--- src/rtl/alu_issue_seq_pkg.sv ---
// Shared definitions for the ALU issue sequencer: opcode mnemonics, FSM states
// and small decode helpers.
package alu_issue_seq_pkg;

   localparam int DW        = 8;
   localparam int SHAMT_MAX = 8;

   typedef enum logic [4:0] {
      kmov  = 5'd0,
      kaddi = 5'd1,
      ksubi = 5'd2,
      kand  = 5'd3,
      kor   = 5'd4,
      kxor  = 5'd5,
      ksfli = 5'd6,
      ksfri = 5'd7,
      ksfrr = 5'd8
   } op_mne;

   typedef enum logic [1:0] {S_IDLE, S_EXEC, S_SHIFT, S_RESP} seq_state_t;

   function automatic logic is_shift(input logic [4:0] op);
      return (op == ksfli) || (op == ksfri) || (op == ksfrr);
   endfunction

   function automatic logic [3:0] clamp_cnt(input logic [3:0] b);
      return (b > 4'(SHAMT_MAX)) ? 4'(SHAMT_MAX) : b;
   endfunction

endpackage

--- src/rtl/alu_issue_seq.sv ---
// Issue/sequencing front end for the combinational 8-bit ALU: single-op issue,
// multi-cycle 1-bit shift stepping, architectural carry flag, valid/ready result.
module alu_issue_seq
   import alu_issue_seq_pkg::*;
(
   input  logic             CLK,
   input  logic             RESET_N,
   input  logic             REQ_VALID,
   output logic             REQ_READY,
   input  logic [4:0]       REQ_OP,
   input  logic [DW-1:0]    REQ_A,
   input  logic [DW-1:0]    REQ_B,
   input  logic             REQ_USE_CARRY,
   output logic [4:0]       ALU_OP,
   output logic [DW-1:0]    ALU_A,
   output logic [DW-1:0]    ALU_B,
   output logic             ALU_SC_IN,
   input  logic [DW-1:0]    ALU_OUT,
   input  logic             ALU_SC_OUT,
   input  logic             ALU_ZERO,
   output logic             RES_VALID,
   input  logic             RES_READY,
   output logic [DW-1:0]    RES_DATA,
   output logic             RES_CARRY,
   output logic             RES_ZERO,
   output logic             CARRY_FLAG,
   output seq_state_t       DBG_STATE
);

   // Handshakes: a transfer happens on a rising edge where valid and ready are
   // both 1; requests are taken only in IDLE, results are held in RESP until taken.

   seq_state_t    r_state;
   logic [4:0]    r_op;
   logic [3:0]    r_cnt;
   logic [DW-1:0] r_work;
   logic [4:0]    r_alu_op;
   logic [DW-1:0] r_alu_a;
   logic [DW-1:0] r_alu_b;
   logic          r_alu_sc_in;
   logic [DW-1:0] r_res_data;
   logic          r_res_carry;
   logic          r_res_zero;
   logic          r_carry_flag;

   logic [DW-1:0] w_next_work;
   logic          w_next_carry;
   logic          w_is_sfl;

   // Left shifts ride on the ALU adder (x+x); right shifts are done locally.
   assign w_is_sfl     = (r_op == ksfli);
   assign w_next_work  = w_is_sfl ? ALU_OUT    : {1'b0, r_work[DW-1:1]};
   assign w_next_carry = w_is_sfl ? ALU_SC_OUT : r_work[0];

   always_ff @(posedge CLK or negedge RESET_N) begin
      if (!RESET_N) begin
         r_state      <= S_IDLE;
         r_op         <= kmov;
         r_cnt        <= '0;
         r_work       <= '0;
         r_alu_op     <= kmov;
         r_alu_a      <= '0;
         r_alu_b      <= '0;
         r_alu_sc_in  <= 1'b0;
         r_res_data   <= '0;
         r_res_carry  <= 1'b0;
         r_res_zero   <= 1'b0;
         r_carry_flag <= 1'b0;
      end else begin
         case (r_state)
            S_IDLE: begin
               if (REQ_VALID) begin
                  r_op <= REQ_OP;
                  if (!is_shift(REQ_OP)) begin
                     r_state     <= S_EXEC;
                     r_alu_op    <= REQ_OP;
                     r_alu_a     <= REQ_A;
                     r_alu_b     <= REQ_B;
                     r_alu_sc_in <= REQ_USE_CARRY & r_carry_flag;
                  end else if (REQ_B[3:0] == 4'd0) begin
                     r_state      <= S_RESP;
                     r_res_data   <= REQ_A;
                     r_res_carry  <= 1'b0;
                     r_res_zero   <= (REQ_A == '0);
                     r_carry_flag <= 1'b0;
                  end else begin
                     r_state     <= S_SHIFT;
                     r_cnt       <= clamp_cnt(REQ_B[3:0]);
                     r_work      <= REQ_A;
                     r_alu_a     <= REQ_A;
                     r_alu_sc_in <= 1'b0;
                     if (REQ_OP == ksfli) begin
                        r_alu_op <= kaddi;
                        r_alu_b  <= REQ_A;
                     end else begin
                        r_alu_op <= kmov;
                        r_alu_b  <= '0;
                     end
                  end
               end
            end
            S_EXEC: begin
               r_state      <= S_RESP;
               r_res_data   <= ALU_OUT;
               r_res_carry  <= ALU_SC_OUT;
               r_res_zero   <= ALU_ZERO;
               r_carry_flag <= ALU_SC_OUT;
               r_alu_op     <= kmov;
               r_alu_a      <= '0;
               r_alu_b      <= '0;
               r_alu_sc_in  <= 1'b0;
            end
            S_SHIFT: begin
               r_work <= w_next_work;
               r_cnt  <= r_cnt - 4'd1;
               if (r_cnt == 4'd1) begin
                  r_state      <= S_RESP;
                  r_res_data   <= w_next_work;
                  r_res_carry  <= w_next_carry;
                  r_res_zero   <= (w_next_work == '0);
                  r_carry_flag <= w_next_carry;
                  r_alu_op     <= kmov;
                  r_alu_a      <= '0;
                  r_alu_b      <= '0;
               end else begin
                  r_alu_a <= w_next_work;
                  r_alu_b <= w_is_sfl ? w_next_work : '0;
               end
            end
            S_RESP: begin
               if (RES_READY) r_state <= S_IDLE;
            end
            default: r_state <= S_IDLE;
         endcase
      end
   end

   assign REQ_READY  = (r_state == S_IDLE);
   assign RES_VALID  = (r_state == S_RESP);
   assign ALU_OP     = r_alu_op;
   assign ALU_A      = r_alu_a;
   assign ALU_B      = r_alu_b;
   assign ALU_SC_IN  = r_alu_sc_in;
   assign RES_DATA   = r_res_data;
   assign RES_CARRY  = r_res_carry;
   assign RES_ZERO   = r_res_zero;
   assign CARRY_FLAG = r_carry_flag;
   assign DBG_STATE  = r_state;

endmodule

--- config.mk ---
export PLATFORM = sky130hd
export DESIGN_NAME = alu_issue_seq
export DESIGN_NICKNAME = d
export VERILOG_FILES = /design/src/rtl/alu_issue_seq_pkg.sv /design/src/rtl/alu_issue_seq.sv
export SDC_FILE = /design/constraint.sdc
export NUM_CORES = 1
export LEC_CHECK = 0
export ABC_AREA = 1
export CAP_MARGIN = 15
export CORE_MARGIN = 2
export CORE_UTILIZATION = 25
export DETAILED_ROUTE_END_ITERATION = 12
export SLEW_MARGIN = 25
export SYNTH_ARGS = -nofsm -noshare
export SYNTH_HDL_FRONTEND = slang
export SYNTH_SLANG_ARGS = --single-unit
--- constraint.sdc ---
create_clock -name CLK -period 1.8 [get_ports CLK]
set_clock_uncertainty 0.2 [all_clocks]
set_input_delay 0.18 -clock CLK [delete_from_list [all_inputs] [get_ports CLK]]
set_output_delay 0.18 -clock CLK [all_outputs]
set_load 0.1 [all_outputs]
==> flow_summary.json <==
{
  "rsz0062_at_grt": "yes",
  "crit_path_top_delay_cell": "dfrtp_4",
  "rrSetupSlack_ps": 30,
  "overflow": 0,
  "syn_nets": 432,
  "end_kind": "output pin",
  "die_h_um": 112,
  "core-area_um2": 11400,
  "drive_gt1_share_pct": 36.1,
  "num_rows": 39,
  "hpwl_um": 7630,
  "wl_per_cell_um": 15.1,
  "num_vias": 3167,
  "fin_crit_sh_pct": 100,
  "slowest_delay_ps": 510,
  "synth-main-ff-cell": "dfrtp_1",
  "path_buf_inv": 4,
  "fin_cells": 672,
  "max_freq_mhz": 554,
  "die_width_um": 112,
  "worst_pin_slew_ps": 361,
  "tritoncts": "built",
  "drt-pass1-iter-count": 4,
  "place.gp.congestion": 0.843,
  "violations": "negative setup slack",
  "crit_path_cell_trace": "inv_6 > ha_4 > buf_6 > buf_6 > buf_12",
  "critical_path.top_delay_family": "flip-flops",
  "root_buffer": "clkbuf_16",
  "grt_max_degree": 30,
  "critical_path_class": "register to output pin",
  "finalHoldViolCount": 0,
  "synth.yosys.warnings": 0,
  "finalCriticalPeriod_ps": 1810,
  "avgSynthCellArea_um2": 7.47,
  "clk_path_buf_depth": 2,
  "clock-sinks": 51,
  "drt_wl_total_um": 10100,
  "setup_violations": 1,
  "die-area_um2": 12500,
  "async_flop_share_pct": 100,
  "synth_cell_type_count": 31,
  "antenna_found_initial": 0,
  "synth_area_um2": 2910,
  "path_clk_slew_ps": 70,
  "ant_nets": 0,
  "netlist_instances": 390,
  "slew_headroom_pct": 76.0,
  "final_common_cell": "nand2_1",
  "numPortBuffers": 72,
  "dp_cells": 644,
  "cp.required_ps": 1420,
  "ys_seq_area_share_pct": 43.8,
  "grt_pass1_wl_um": 15800,
  "cts_made_buffers": 5,
  "path_max_fanout": 6,
  "drtIter0Drc": 230,
  "drv_cap": 0,
  "ios": 73,
  "first_global_vias": 3130,
  "drc": 0,
  "ys_ff_latch": 51,
  "clock_latency_ps": 290,
  "fin_nets": 570,
  "status": "finished, violations left",
  "n_antenna_cell": 0,
  "initial_core_util_pct": 25.5,
  "crit_path_start_kind": "register",
  "viasPerCell": 4.71,
  "slew_violations": 0,
  "postLayoutSetupSlackWorst_ps": -6.54,
  "final_cell_mix": "123 x nand2_1, 50 x buf_4, 49 x dfrtp_1, 40 x buf_12, 34 x clkdlybuf4s50_1",
  "cpMostUsedCell": "buf_6",
  "syn2layout_area_growth_pct": 79.3,
  "synth_edf_count": 0,
  "htree_levels": 2,
  "hold_path_class": "input pin to async pin",
  "grt.total_usage_pct": 15.8,
  "crit_arrival_ps": 1430
}
## worst paths after layout
| path | startpoint | endpoint | depth (start not counted) |
|---|---|---|---|
| worst max register to register | DBG_STATE[0] | ALU_A[0] | 7 |
| worst min register to register | r_work[4] | r_work[4] | 2 |
| worst min-delay path | RESET_N | DBG_STATE[1] | 3 |
| worst max-delay path | DBG_STATE[0] | REQ_READY | 5 |
| min in group CLK | r_work[4] | r_work[4] | 2 |
| max in group asynchronous | RESET_N | ALU_B[6] | 3 |
## cells in the mapped netlist (4+ instances only)
cell,count,area [µm²]
a21oi_1,23,115
buf_4,5,37.5
dfrtp_1,51,1280
ha_1,6,75.1
inv_1,31,116
inv_2,4,15.0
nand2_1,132,495
nand2_2,4,25.0
nand3_1,22,110
nor2_1,19,71.3
o21ai_0,56,280
## per-layer routing
layer	up-vias	GRT usage, %	part of all wire (%)
li1	1569	-	-
met1	1499	21.1	44
met2	93	26.1	49
met3	6	3.21	5.9
met4	0	4.31	0.71
met5	-	0	0
## worst reg2reg max path, cell delays in order (launching register included)
cell and delay, ps:
dfrtp_4 510, inv_6 90, ha_4 220, inv_2 90, nor2_4 60, buf_4 180, a21oi_1 200, o21ai_0 110
## logic make-up after synthesis
| family | synth area share, % |
|---|---|
| xor gates and xnor gates | 0.301 |
| AOI/OAI and AO/OA | 17.6 |
| adders and majority gates | 2.58 |
| DFF | 43.8 |
| buffers and inverters | 7.30 |
| and+or+nand+nor | 28.4 |
## sequential cells by signal, summed over array words and instances, names as in the netlist
name,count
r_cnt,4
ALU_A,8
CARRY_FLAG,1
r_op,5
ALU_OP,5
ALU_SC_IN,1
RES_DATA,8
RES_ZERO,1
DBG_STATE,2
ALU_B,8
r_work,8
## layout make-up
cell class | count | area, µm²
Clock buffer | 7 | 133
Clock inverter | 1 | 5.00
Fill cell | 1110 | 6190
Inverter | 35 | 151
Multi-Input combinational cell | 294 | 1730
Sequential cell | 51 | 1280
Tap cell | 143 | 179
Timing Repair Buffer | 141 | 1740
## through the flow
stage / TNS (ps) / util (%) / setup WS [ps] / instance area, µm² / hold slack (ps)
2_1_floorplan: -12330 / - / -360 / 2970 / -316
3_3_place_gp: -6460 / 39.9 / -310 / 4560 / 19.1
3_5_place_dp: -7940 / 39.9 / -342 / 4560 / 27.5
4_1_cts: -48.2 / 42.3 / -32.7 / 4830 / 251
5_1_grt: -392 / 45.8 / -51.6 / 5230 / 279
6_report: -6.54 / 45.8 / -6.54 / 5230 / 237
## repair_timing
action                                 in CTS  in global routing
pin swaps                                   1                 22
endpoints found under the hold margin      51                  0
gates cloned                                0                  5
gates resized for setup                    30                 73
hold buffers                                1                  0
setup endpoints to repair                  33                 43
setup buffers                               4                 10
Power is left out: the tool's default activity adds up to more than one toggle a clock period on the data nets, which glitch-free logic cannot reach.
==> patch 1, RTL diff (same settings) <==
Set the package constant `DW` to 7 (it was 8).
--- a/src/rtl/alu_issue_seq_pkg.sv
+++ b/src/rtl/alu_issue_seq_pkg.sv
@@ -2,7 +2,7 @@
 // and small decode helpers.
 package alu_issue_seq_pkg;
 
-   localparam int DW        = 8;
+   localparam int DW        = 7;
    localparam int SHAMT_MAX = 8;
 
    typedef enum logic [4:0] {
Interface: changed (6 resized); port bits go from 73 to 67. No check against the original RTL was run, so the function may have changed too.
==> patch 1 against the unedited design <==
- the flow still finishes with violations (setup timing)
- sequential cell count fell by 4
- routed wire length fell by 5.6%
- final area fell by 6.3%
- register-to-register slack got worse by 110 ps
- area after synthesis fell by 6.3%
- cell count fell by 4.2%
- setup slack got worse by 79 ps
- critical path depth rose by 1
- highest routed layer unchanged
Power is not shown: default switching activity piles up to over one toggle a cycle in this logic, so the estimate is an artifact.
==> patch 1: results <==
metrics = {
    "status": {
        "run_status": "finished with violations",
        "failed_checks": "setup timing",
    },
    "placement": {
        "finalWeightedCongestion": 0.956,
        "port_buffers": 66,
        "dp_cells": 616,
    },
    "synthesis": {
        "post_synth_inst_count": 374,
        "synth_seq_area_share_pct": 43.1,
        "synth.net_count": 414,
        "yosys.cell_types.count": 33,
    },
    "clock_network": {
        "clk_root_buffer_cell": "sky130_fd_sc_hd__clkbuf_8",
        "clk_pin_slew_worst_paths_ps": 100,
    },
    "setup_path": {
        "crit_path_max_fanout": 3,
    },
    "sta": {
        "worst_slack_ps": -85.1,
        "setup_violations": 41,
        "max-slew-margin-rel_pct": 74.7,
    },
    "global_route": {
        "globalRouteMet1Util_pct": 19.9,
        "pin_count_of_the_biggest_net_entering_global_routing": 23,
        "global_route.usage.met2_pct": 26.5,
        "grt_first_pass_wirelength_mm": 14.5,
    },
    "detailed_routing": {
        "detailedRoute.firstPassIterationCount": 5,
        "first_iter_violations": 231,
        "route.vias.total": 3075,
    },
    "cells_and_area": {
        "post_route_cells_drive_above_1_share_pct": 37.9,
        "multi_input_area_share_pct": 32.9,
        "clockNetworkAreaShare_pct": 2.38,
        "nMultiInputCombCells": 277,
    },
}
[patch 1: cell count changes after synthesis, sizes merged, moves of 4 or more]
cell,before,now
dfrtp,51,47
nand2,138,131
nand3,24,18
nor2,22,33
o21ai,62,44
o22ai,0,4
[patch 1: worst paths after layout]
kind	from	endpoint	slack, ps
worst max-delay path	DBG_STATE[1]$_DFFE_PN0P_	REQ_READY	-90
max in group asynchronous	RESET_N	DBG_STATE[0]$_DFFE_PN0P_	810
worst min-delay path	RESET_N	RES_DATA[2]$_DFFE_PN0P_	110
worst min register to register	r_op[1]$_DFFE_PN0P_	r_op[1]$_DFFE_PN0P_	320
min in group CLK	REQ_OP[1]	ALU_OP[1]$_DFFE_PN0P_	300
worst max register to register	DBG_STATE[1]$_DFFE_PN0P_	r_work[6]$_DFFE_PN0P_	-80
[patch 1: kinds of logic after synthesis]
group	synth area share (%)
AOI/OAI and AO/OA	15.7
and+or+nand+nor	29.6
xor gates and xnor gates	0.321
adders and majority gates	3.21
buffers and inverters	8.06
DFF	43.1
[patch 1: metal layers]
layer | routed length [um] | part of all wire [%] | vias up
met4 | 236 | 2.5 | 0
met2 | 4690 | 49 | 150
met1 | 3900 | 41 | 1431
met3 | 751 | 7.8 | 26
li1 | - | - | 1468
met5 | 0 | 0 | -
[patch 1: worst max-delay path: stages (launching register included)]
cell,delay [ps]
sky130_fd_sc_hd__dfrtp_4,510
sky130_fd_sc_hd__inv_4,70
sky130_fd_sc_hd__buf_6,90
sky130_fd_sc_hd__ha_4,140
sky130_fd_sc_hd__buf_6,120
sky130_fd_sc_hd__buf_6,110
sky130_fd_sc_hd__buf_12,160
[patch 1: what timing repair did]
item,CTS,global route
gates cloned,1,5
resized for setup,40,59
endpoints found under the setup margin,40,47
hold buffers,1,0
pin swaps,5,2
setup buffers,7,8
endpoints found under the hold margin,47,0
==> patch 2, RTL diff (config.mk and constraints unchanged) <==
Without the edit above. Make the reset (`RESET_N`) synchronous in one clocked block.
--- a/src/rtl/alu_issue_seq.sv
+++ b/src/rtl/alu_issue_seq.sv
@@ -52,7 +52,7 @@
    assign w_next_work  = w_is_sfl ? ALU_OUT    : {1'b0, r_work[DW-1:1]};
    assign w_next_carry = w_is_sfl ? ALU_SC_OUT : r_work[0];
 
-   always_ff @(posedge CLK or negedge RESET_N) begin
+   always_ff @(posedge CLK) begin
       if (!RESET_N) begin
          r_state      <= S_IDLE;
          r_op         <= kmov;
Behaviour: differs if RESET_N is asserted again (counterexample within 4 cycles, from zero or initial values and one cycle with RESET_N low); with RESET_N held inactive, the same outputs for 10 cycles.
==> patch 2 against the unedited design <==
- the flow still finishes with violations (setup timing)
- non-clock buffer count shrank 11
- routed wire length grew 2.2%
- sequential cell count is the same
- final area shrank 6.3%
- hold slack lost 200 ps
- die area shrank 2.8%
- area after synthesis shrank 2.9%
- setup slack gained 5.6 ps
- highest routed layer unchanged
==> patch 2: results <==
metrics = {
    "synthesis": {
        "yosys.cell_types.count": 33,
        "dominantRegCellSynth": "sky130_fd_sc_hd__dfxtp_1",
        "synth_seq_area_share_pct": 36.1,
        "yosys-top-cells-count": "108 x sky130_fd_sc_hd__nand2_1, 56 x sky130_fd_sc_hd__o21ai_0, 51 x sky130_fd_sc_hd__dfxtp_1",
        "async_reset_ff_share_pct": 0,
        "synth_top_cells_by_area": "sky130_fd_sc_hd__dfxtp_1 36%, sky130_fd_sc_hd__nand2_1 14%, sky130_fd_sc_hd__o21ai_0 9.9%",
        "post_synth_inst_count": 432,
    },
    "global_route": {
        "globalRouteMet1Util_pct": 22.8,
        "grt_first_pass_wirelength_mm": 16.5,
        "global_route.usage.met2_pct": 26.1,
        "groute.usage.overall_pct": 16.4,
        "grtUsageMet3_pct": 3.46,
    },
    "status": {
        "failed_checks": "setup timing",
        "run_status": "finished with violations",
    },
    "detailed_routing": {
        "met1Wirelength_mm": 4.78,
        "wire_length_reported_by_the_detailed_router_mm": 10.4,
        "met2WireLength_mm": 4.83,
        "detailedRoute.firstPassIterationCount": 7,
        "first_iter_violations": 197,
        "wl_per_cell_um": 14.9,
    },
    "placement": {
        "detailed_place.area_sq_um": 4500,
        "detailedPlacementHpwl_mm": 7.69,
        "finalWeightedCongestion": 0.910,
        "dp_cells": 683,
        "detailedPlace.worstSlack_ps": -349,
    },
    "sta": {
        "setup_violations": 1,
        "worst_slack_ps": -0.950,
    },
    "setup_path": {
        "crit_path_max_fanout": 5,
        "timing.critical_path.arrival_ps": 1820,
        "worst-r2r-cell-count": 11,
    },
    "worst_hold_path": {
        "min_path_type": "in2reg",
    },
}
## patch 2: path summary, 6_finish.rpt
check                                 start                       end  slack (ps)
hold reg to reg        r_op[1]$_SDFFE_PN0P_      r_op[1]$_SDFFE_PN0P_         280
setup / recovery  DBG_STATE[1]$_SDFFE_PN0P_  RES_DATA[6]$_SDFFE_PN0P_        -0.9
hold / removal                    REQ_OP[3]    ALU_OP[3]$_SDFFE_PN0P_          40
setup reg to reg  DBG_STATE[1]$_SDFFE_PN0P_  RES_DATA[6]$_SDFFE_PN0P_        -0.9
## patch 2: layout make-up
cell class / count / area (sq um)
multi-input combinational: 328 / 1780
fill: 1091 / 6040
clock buffer: 8 / 156
sequential: 51 / 1030
timing repair buffer: 130 / 1590
inverter: 40 / 168
tap: 140 / 175
## patch 2: kinds of logic after synthesis
logic type | count (synthesis) | share of synthesized area [%]
flip-flops | 51 | 36.1
AND/OR/NAND/NOR | 213 | 32.7
buffers and inverters | 56 | 8.31
AO/OA/AOI/OAI | 106 | 20.3
adder cells (fa/ha/maj) | 6 | 2.65
## patch 2: critical path: stages (launching register included)
cell,delay [ps]
sky130_fd_sc_hd__dfxtp_4,370
sky130_fd_sc_hd__inv_4,40
sky130_fd_sc_hd__ha_4,160
sky130_fd_sc_hd__inv_2,50
sky130_fd_sc_hd__nor2_1,40
sky130_fd_sc_hd__inv_1,70
sky130_fd_sc_hd__and3_4,210
sky130_fd_sc_hd__buf_12,130
sky130_fd_sc_hd__nand2_8,80
sky130_fd_sc_hd__nor2_8,120
sky130_fd_sc_hd__nand2_2,70
sky130_fd_sc_hd__a21oi_2,160
## patch 2: timing repair
item	in CTS	in global routing
hold buffers	0	0
cloned	2	2
setup buffers	0	2
setup endpoints to repair	11	48
pin swaps	5	20
resized for setup	3	71
